<file path="src/rtl/sram_read_responder.sv">
// Word read responder for the cache refill port: each 32-bit request becomes two
// 16-bit asynchronous SRAM reads (even halfword first) with programmable wait states.
module sram_read_responder #(
  parameter int unsigned WAIT_STATES = 2
) (
  input  logic        clk,
  input  logic        rst_n,
  input  logic [16:0] mem_addr,
  input  logic        mem_valid,
  output logic        mem_ready,
  output logic [31:0] mem_rdata,
  output logic [15:0] sram_a,
  input  logic [15:0] sram_d,
  output logic        sram_ce_n,
  output logic        sram_oe_n,
  output logic        sram_we_n,
  output logic        sram_ub_n,
  output logic        sram_lb_n
);

  // state  | meaning
  // IDLE   | waiting for mem_valid with mem_ready low
  // RD_LO  | even halfword on the bus, counting wait states
  // RD_HI  | odd halfword on the bus, counting wait states
  // DONE   | mem_ready high, waiting for mem_valid to drop
  typedef enum logic [1:0] {
    IDLE  = 2'd0,
    RD_LO = 2'd1,
    RD_HI = 2'd2,
    DONE  = 2'd3
  } state_t;

  localparam logic [3:0] WS_M1 = 4'(WAIT_STATES - 1);

  state_t      state_q, state_d;
  logic [14:0] addr_q, addr_d;
  logic [3:0]  cnt_q, cnt_d;
  logic [15:0] shadow_q, shadow_d;
  logic        ready_q, ready_d;
  logic [31:0] rdata_q, rdata_d;
  logic [15:0] sram_a_q, sram_a_d;
  logic        en_n_q, en_n_d;

  // Byte offset within the word has no meaning for a word-only port.
  logic addr_lsb_unused;
  assign addr_lsb_unused = ^mem_addr[1:0];

  always_ff @(posedge clk or negedge rst_n) begin
    if (!rst_n) begin
      state_q  <= IDLE;
      addr_q   <= '0;
      cnt_q    <= '0;
      shadow_q <= '0;
      ready_q  <= 1'b0;
      rdata_q  <= '0;
      sram_a_q <= '0;
      en_n_q   <= 1'b1;
    end else begin
      state_q  <= state_d;
      addr_q   <= addr_d;
      cnt_q    <= cnt_d;
      shadow_q <= shadow_d;
      ready_q  <= ready_d;
      rdata_q  <= rdata_d;
      sram_a_q <= sram_a_d;
      en_n_q   <= en_n_d;
    end
  end

  always_comb begin
    state_d  = state_q;
    addr_d   = addr_q;
    cnt_d    = cnt_q;
    shadow_d = shadow_q;
    ready_d  = ready_q;
    rdata_d  = rdata_q;
    sram_a_d = sram_a_q;
    en_n_d   = en_n_q;
    unique case (state_q)
      IDLE: begin
        if (mem_valid && !ready_q) begin
          addr_d   = mem_addr[16:2];
          sram_a_d = {mem_addr[16:2], 1'b0};
          en_n_d   = 1'b0;
          cnt_d    = WS_M1;
          state_d  = RD_LO;
        end
      end
      RD_LO: begin
        if (cnt_q != 4'd0) begin
          cnt_d = cnt_q - 4'd1;
        end else begin
          shadow_d = sram_d;
          sram_a_d = {addr_q, 1'b1};
          cnt_d    = WS_M1;
          state_d  = RD_HI;
        end
      end
      RD_HI: begin
        if (cnt_q != 4'd0) begin
          cnt_d = cnt_q - 4'd1;
        end else begin
          // The access always runs to completion; a dropped request only
          // suppresses the mem_ready pulse.
          rdata_d = {sram_d, shadow_q};
          en_n_d  = 1'b1;
          if (mem_valid) begin
            ready_d = 1'b1;
            state_d = DONE;
          end else begin
            state_d = IDLE;
          end
        end
      end
      DONE: begin
        if (!mem_valid) begin
          ready_d = 1'b0;
          state_d = IDLE;
        end
      end
      default: state_d = IDLE;
    endcase
  end

  assign mem_ready = ready_q;
  assign mem_rdata = rdata_q;
  assign sram_a    = sram_a_q;
  assign sram_ce_n = en_n_q;
  assign sram_oe_n = en_n_q;
  assign sram_ub_n = en_n_q;
  assign sram_lb_n = en_n_q;
  assign sram_we_n = 1'b1;

endmodule

</file>
<file path="config.mk">
export PLATFORM = sky130hd
export DESIGN_NAME = sram_read_responder
export DESIGN_NICKNAME = d
export VERILOG_FILES = /design/src/rtl/sram_read_responder.sv
export SDC_FILE = /design/constraint.sdc
export NUM_CORES = 1
export LEC_CHECK = 0
export BUFFER_PORTS_ARGS = -buffer_cell sky130_fd_sc_hd__buf_4
export CAP_MARGIN = 20
export CORE_ASPECT_RATIO = 0.7
export CORE_MARGIN = 5
export CORE_UTILIZATION = 46
export CTS_BUF_LIST = sky130_fd_sc_hd__clkbuf_4 sky130_fd_sc_hd__clkbuf_8
export CTS_CLUSTER_DIAMETER = 200
export DETAILED_ROUTE_END_ITERATION = 12
export PLACE_DENSITY = 0.73
export SKIP_LAST_GASP = 1
export SLEW_MARGIN = 40
export SYNTH_ARGS = -nofsm -noshare
export SYNTH_HDL_FRONTEND = slang
export SYNTH_SLANG_ARGS = --single-unit
</file>
<file path="constraint.sdc">
create_clock -name clk -period 2.37 [get_ports clk]
set_clock_uncertainty 0.1 [all_clocks]
set_input_delay 0.237 -clock clk [delete_from_list [all_inputs] [get_ports clk]]
set_output_delay 0.237 -clock clk [all_outputs]
set_load 0.005 [all_outputs]
</file>
Yosys cells after proc, flatten, opt, wreduce, memory -nomap -nowiden:

Cells that the tools add are included.
W data, S select, Z words.

* bits in latches: 0
* word-level logic and storage cells: 55
* output and inout port bits: 54
* RAM bits: 0
* memories: 0
* ROM bits: 0
* input port bits: 36
* flip-flop bits (word level): 87

* reduce and logical (&&, ||, !) cells: 16
* $lt $le $gt $ge: 0
* equal/unequal tests: 9
* multiply operators: 0
* bitwise gates (word level): 1
* divide/modulo/power cells: 0
* muxes and demuxes: 20
* shift-type cells: 0
* add/sub/neg operators: 1

Operator list (number)
* $mux W16: 2
* $pmux W16 S2: 1
* $mux W4: 3
* $ne A2 B2 Y1 const B: 6
* $pmux W4 S3: 1
* $mux W2: 5
* $reduce_and A3 Y1: 3
* $pmux W2 S4: 1
* $reduce_and A4 Y1: 2
* $reduce_and A2 Y1: 3
* $reduce_bool A2 Y1: 3
* $mux W1: 5
* $eq A2 B2 Y1 const B: 2
* $pmux W1 S2: 2
* $reduce_bool A4 Y1: 1
* $sub A4 B1 Y4 const B: 1
* $reduce_bool A3 Y1: 1
* $eq A2 B1 Y1 const B: 1
* $logic_not A2 Y1: 1
* $logic_and A1 B1 Y1: 1
* $logic_not A1 Y1: 1
* $not A1 Y1: 1

Longest topological paths before layout:

* depth in word-level cells: 4
* gate-level depth with buffers: 8
* gate-level depth less buffers: 6

Worst setup path after synthesis:

OpenSTA, ideal clock, no wires.

* path type: register -> register
* start point: reg cnt_q[0]
* end point: reg sram_a_q[10] (netlist: sram_a[10])
* data required time: 2.145 ns
* library setup time: 0.125 ns
* period minus slack after synthesis: 2.145 ns
* cell stages (with the launch flop): 9
* arrival: 1.920 ns
* buffers on the path: 2
* slack: 0.225 ns
* cells stage by stage: dfrtp_1 -> inv_1 -> ha_1 -> or3b_4 -> a22oi_2 -> o21a_1 -> buf_6 -> buf_12 -> mux2_4

* longest elaborated chain between the ends: 3

RTL lines
* start: declaration: line 37 `logic [3:0] cnt_q, cnt_d;`
* start signal: assignment: line 61 `cnt_q <= cnt_d;`
* $reduce_bool A4 Y1: line 90 `if (cnt_q != 4'd0) begin`
* $ne A2 B2 Y1 (no source line)
* $reduce_and A3 Y1 (no source line)
* end signal: assignment: line 65 `sram_a_q <= sram_a_d;`
* end: declaration: line 41 `logic [15:0] sram_a_q, sram_a_d;`

Every way passes these cells.
A chain may end at the register's enable or synchronous reset.

Worst setup path after layout:

* start point: reg cnt_q[0]
* end point: reg sram_a_q[9] (netlist: sram_a[9])

The elaborated chain is that of the path after synthesis.

==> out/metrics.csv <==
metric,value,unit
status,"complete, no violations",
Main synth FF type,dfrtp_1,
die width,119,microns
DRC viols,0,
clk root buf,clkbuf_8,
CTS Sinks,87,
"Max stage delay cell, worst path",dfrtp_1,
final period utilization,96.0,%
ANT nets after route,0,
Skew-Pair Late Insertion Delay,0.36,ns
post-synthesis async set-or-reset flop share,100,%
"Net Count, Synth",301,
end of the critical path,sram_a[9],
max-cap violation count,0,
CTS tree,done,
core area,0.00797,sq mm
num ports,90,
worst min path class,input pin to register,
DR iter-0 viols,146,
Pre-antenna DRT Iters,4,
cell chain of the critical path,inv_1 > ha_1 > or3b_4 > a22oi_2 > o21a_2 > clkbuf_16 > mux2_4,
Leak,0.00225,uW
Final Hold Viols,0,
Power Dens Cells,1430,mW/mm^2
Area growth syn-to-layout,29.4,%
worst flop-to-flop path endpoint,sram_a[9],
Wirelength per Cell,15.8,microns
Mapped Avg Cell Area,14.8,sq um
final net count,400,
share of cells above drive strength 1,59.3,%
max incr delay on CP,0.41,ns
Slew @ Worst Pin,0.543,ns
GRT Residual Overflow,0,
height of the die,86.1,microns
clock buffer depth,2,
initial antenna violation count,0,
CP Data Arrival Time,2.41,ns
RSZ-0062 raised after global routing,no,
via count,2356,
final setup fails,0,
Post-Syn Area,0.00380,sq mm
relative slew slack,63.8,%
Yosys cell types,38,
#FFs+latches synth,87,
number of H-tree levels,3,
post-DP HPWL,5090,microns
"EDFF count, synth",0,
routability congestion estimate,0.760,
Crit. Startpoint,cnt_q[0],
Crit Path Max Fanout,8,
Final min period,2.27,ns
"commonest cells after routing, fill and taps aside","91 x buf_4, 86 x dfrtp_1, 85 x mux2_2",
Vias/cell,5.10,
WP data required,2.51,ns
setup tns final,0,ns
"Reg clk slew, reported paths",0.09,ns
die footprint,0.0102,sq mm
crit end category,register,
fmax,440,MHz
num rows,27,
Synth warnings,0,
number of global-route vias before repair,2623,
CTS Buf Count,9,
# diodes,0,
Non-Filler Instances,462,
"Setup Fix Bufs, Post-CTS",0,
Placed Cells,434,
Max VDD drop,0.639,mV
Mapped Cells,257,
Tot Pwr,7050,uW
Slew Limit Fails,0,
"most common cell after layout, fill and taps aside",buf_4,
Starting Density,47.7,%
Port Buffers,86,
DP Worst Slack,0.130,ns
first-pass GRT wire length,12800,microns
"reg-to-reg slack, setup",0.1,ns
Worst R2R Path Depth,7,
Setup crit start kind,register,
largest net degree at the start of global routing,47,
global router's overall resource usage,15.7,%
drt total wl,7310,microns
sequential fraction of the synthesis area,57.3,%
critical path class,register to register,
post-layout util,61.7,%
reg2reg start,cnt_q[0],
final setup margin,0.0951,ns
Yosys cell counts (2+ instances only):
cell type,instances,share of area (%)
dfrtp_1,86,57
mux2_2,85,25
mux2_4,9,3.6
ha_1,8,2.6
inv_1,7,0.69
buf_4,6,1.2
buf_2,5,0.66
nand2_1,5,0.49
o21ai_0,5,0.66
clkbuf_1,4,0.39
nor2_1,4,0.39
a21oi_1,3,0.39
a31oi_1,3,0.49
mux2i_1,2,0.53
nor3b_1,2,0.39
routing by layer:
layer | vias up | global-route usage [%] | share of wire, %
met2 | 53 | 26.4 | 49
met3 | 9 | 5.60 | 5.0
met1 | 1183 | 19.3 | 45
met5 | - | 0 | 0
met4 | 0 | 4.21 | 1.1
li1 | 1111 | - | -
cell families after synthesis:
logic type	Yosys count	synth area share, %
buffers and inverters	25	3.88
and+or+nand+nor	21	3.32
other	1	0.0986
adders and majority gates	8	2.63
DFF	87	57.3
AOI/OAI and AO/OA	19	3.52
muxes	96	29.3
report_power, final:
part / internal [uW] / leakage [uW] / total, uW / switching [uW]
sequential: 2250 / 0.00103 / 2670 / 415
combinational: 2020 / 0.00110 / 3190 / 1180
clock: 620 / 0.000119 / 1190 / 573
flip-flops by register name, summed over array words and instances (netlist names):
signal	count
mem_rdata	32
shadow_q	16
sram_a	16
addr_q	15
cnt_q	4
state_q	2
mem_ready	1
sram_ce_n	1
stage by stage:
| step | cell area [sq um] | hold slack, ns |
|---|---|---|
| after global routing | 4920 | 0.000620 |
| after floorplan | 3800 | -0.159 |
| after detailed placement | 4550 | 0.162 |
| final | 4920 | 0.0165 |
| after global placement | 4550 | 0.155 |
| after CTS | 4810 | 0.00145 |
layout make-up:
type	instances	area (sq um)
inverters	7	26.3
well taps	101	126
clock inverters	7	109
clock buffers	9	124
flip-flops and latches	87	2180
fillers	637	3050
repair buffers	106	878
multi-input cells	145	1480
repair_timing:
action	CTS	global route
gates resized for setup	0	1
endpoints found under the setup margin	0	1
hold endpoints to repair	42	10
hold buffers	3	8
worst max-delay path, delay by kind of cell (launching register included):
kind	cells	cell delay, ns
AO/OA/AOI/OAI	2	0.47
flip-flops	1	0.41
AND/OR/NAND/NOR	1	0.40
buffers and inverters	2	0.30
multiplexers	1	0.30
adder cells (fa/ha/maj)	1	0.19
how the worst min path moves through the flow:
stage	startpoint	to	cells past startpoint
2_1_floorplan	rst_n	addr_q[0]	0
3_3_place_gp	rst_n	mem_rdata[14]	1
3_5_place_dp	rst_n	mem_rdata[14]	1
4_1_cts	sram_d[8]	mem_rdata[24]	2
5_1_grt	sram_d[13]	shadow_q[13]	2
6_report	mem_addr[5]	addr_q[3]	2
Note: power is estimated with default switching activity, not from simulation.
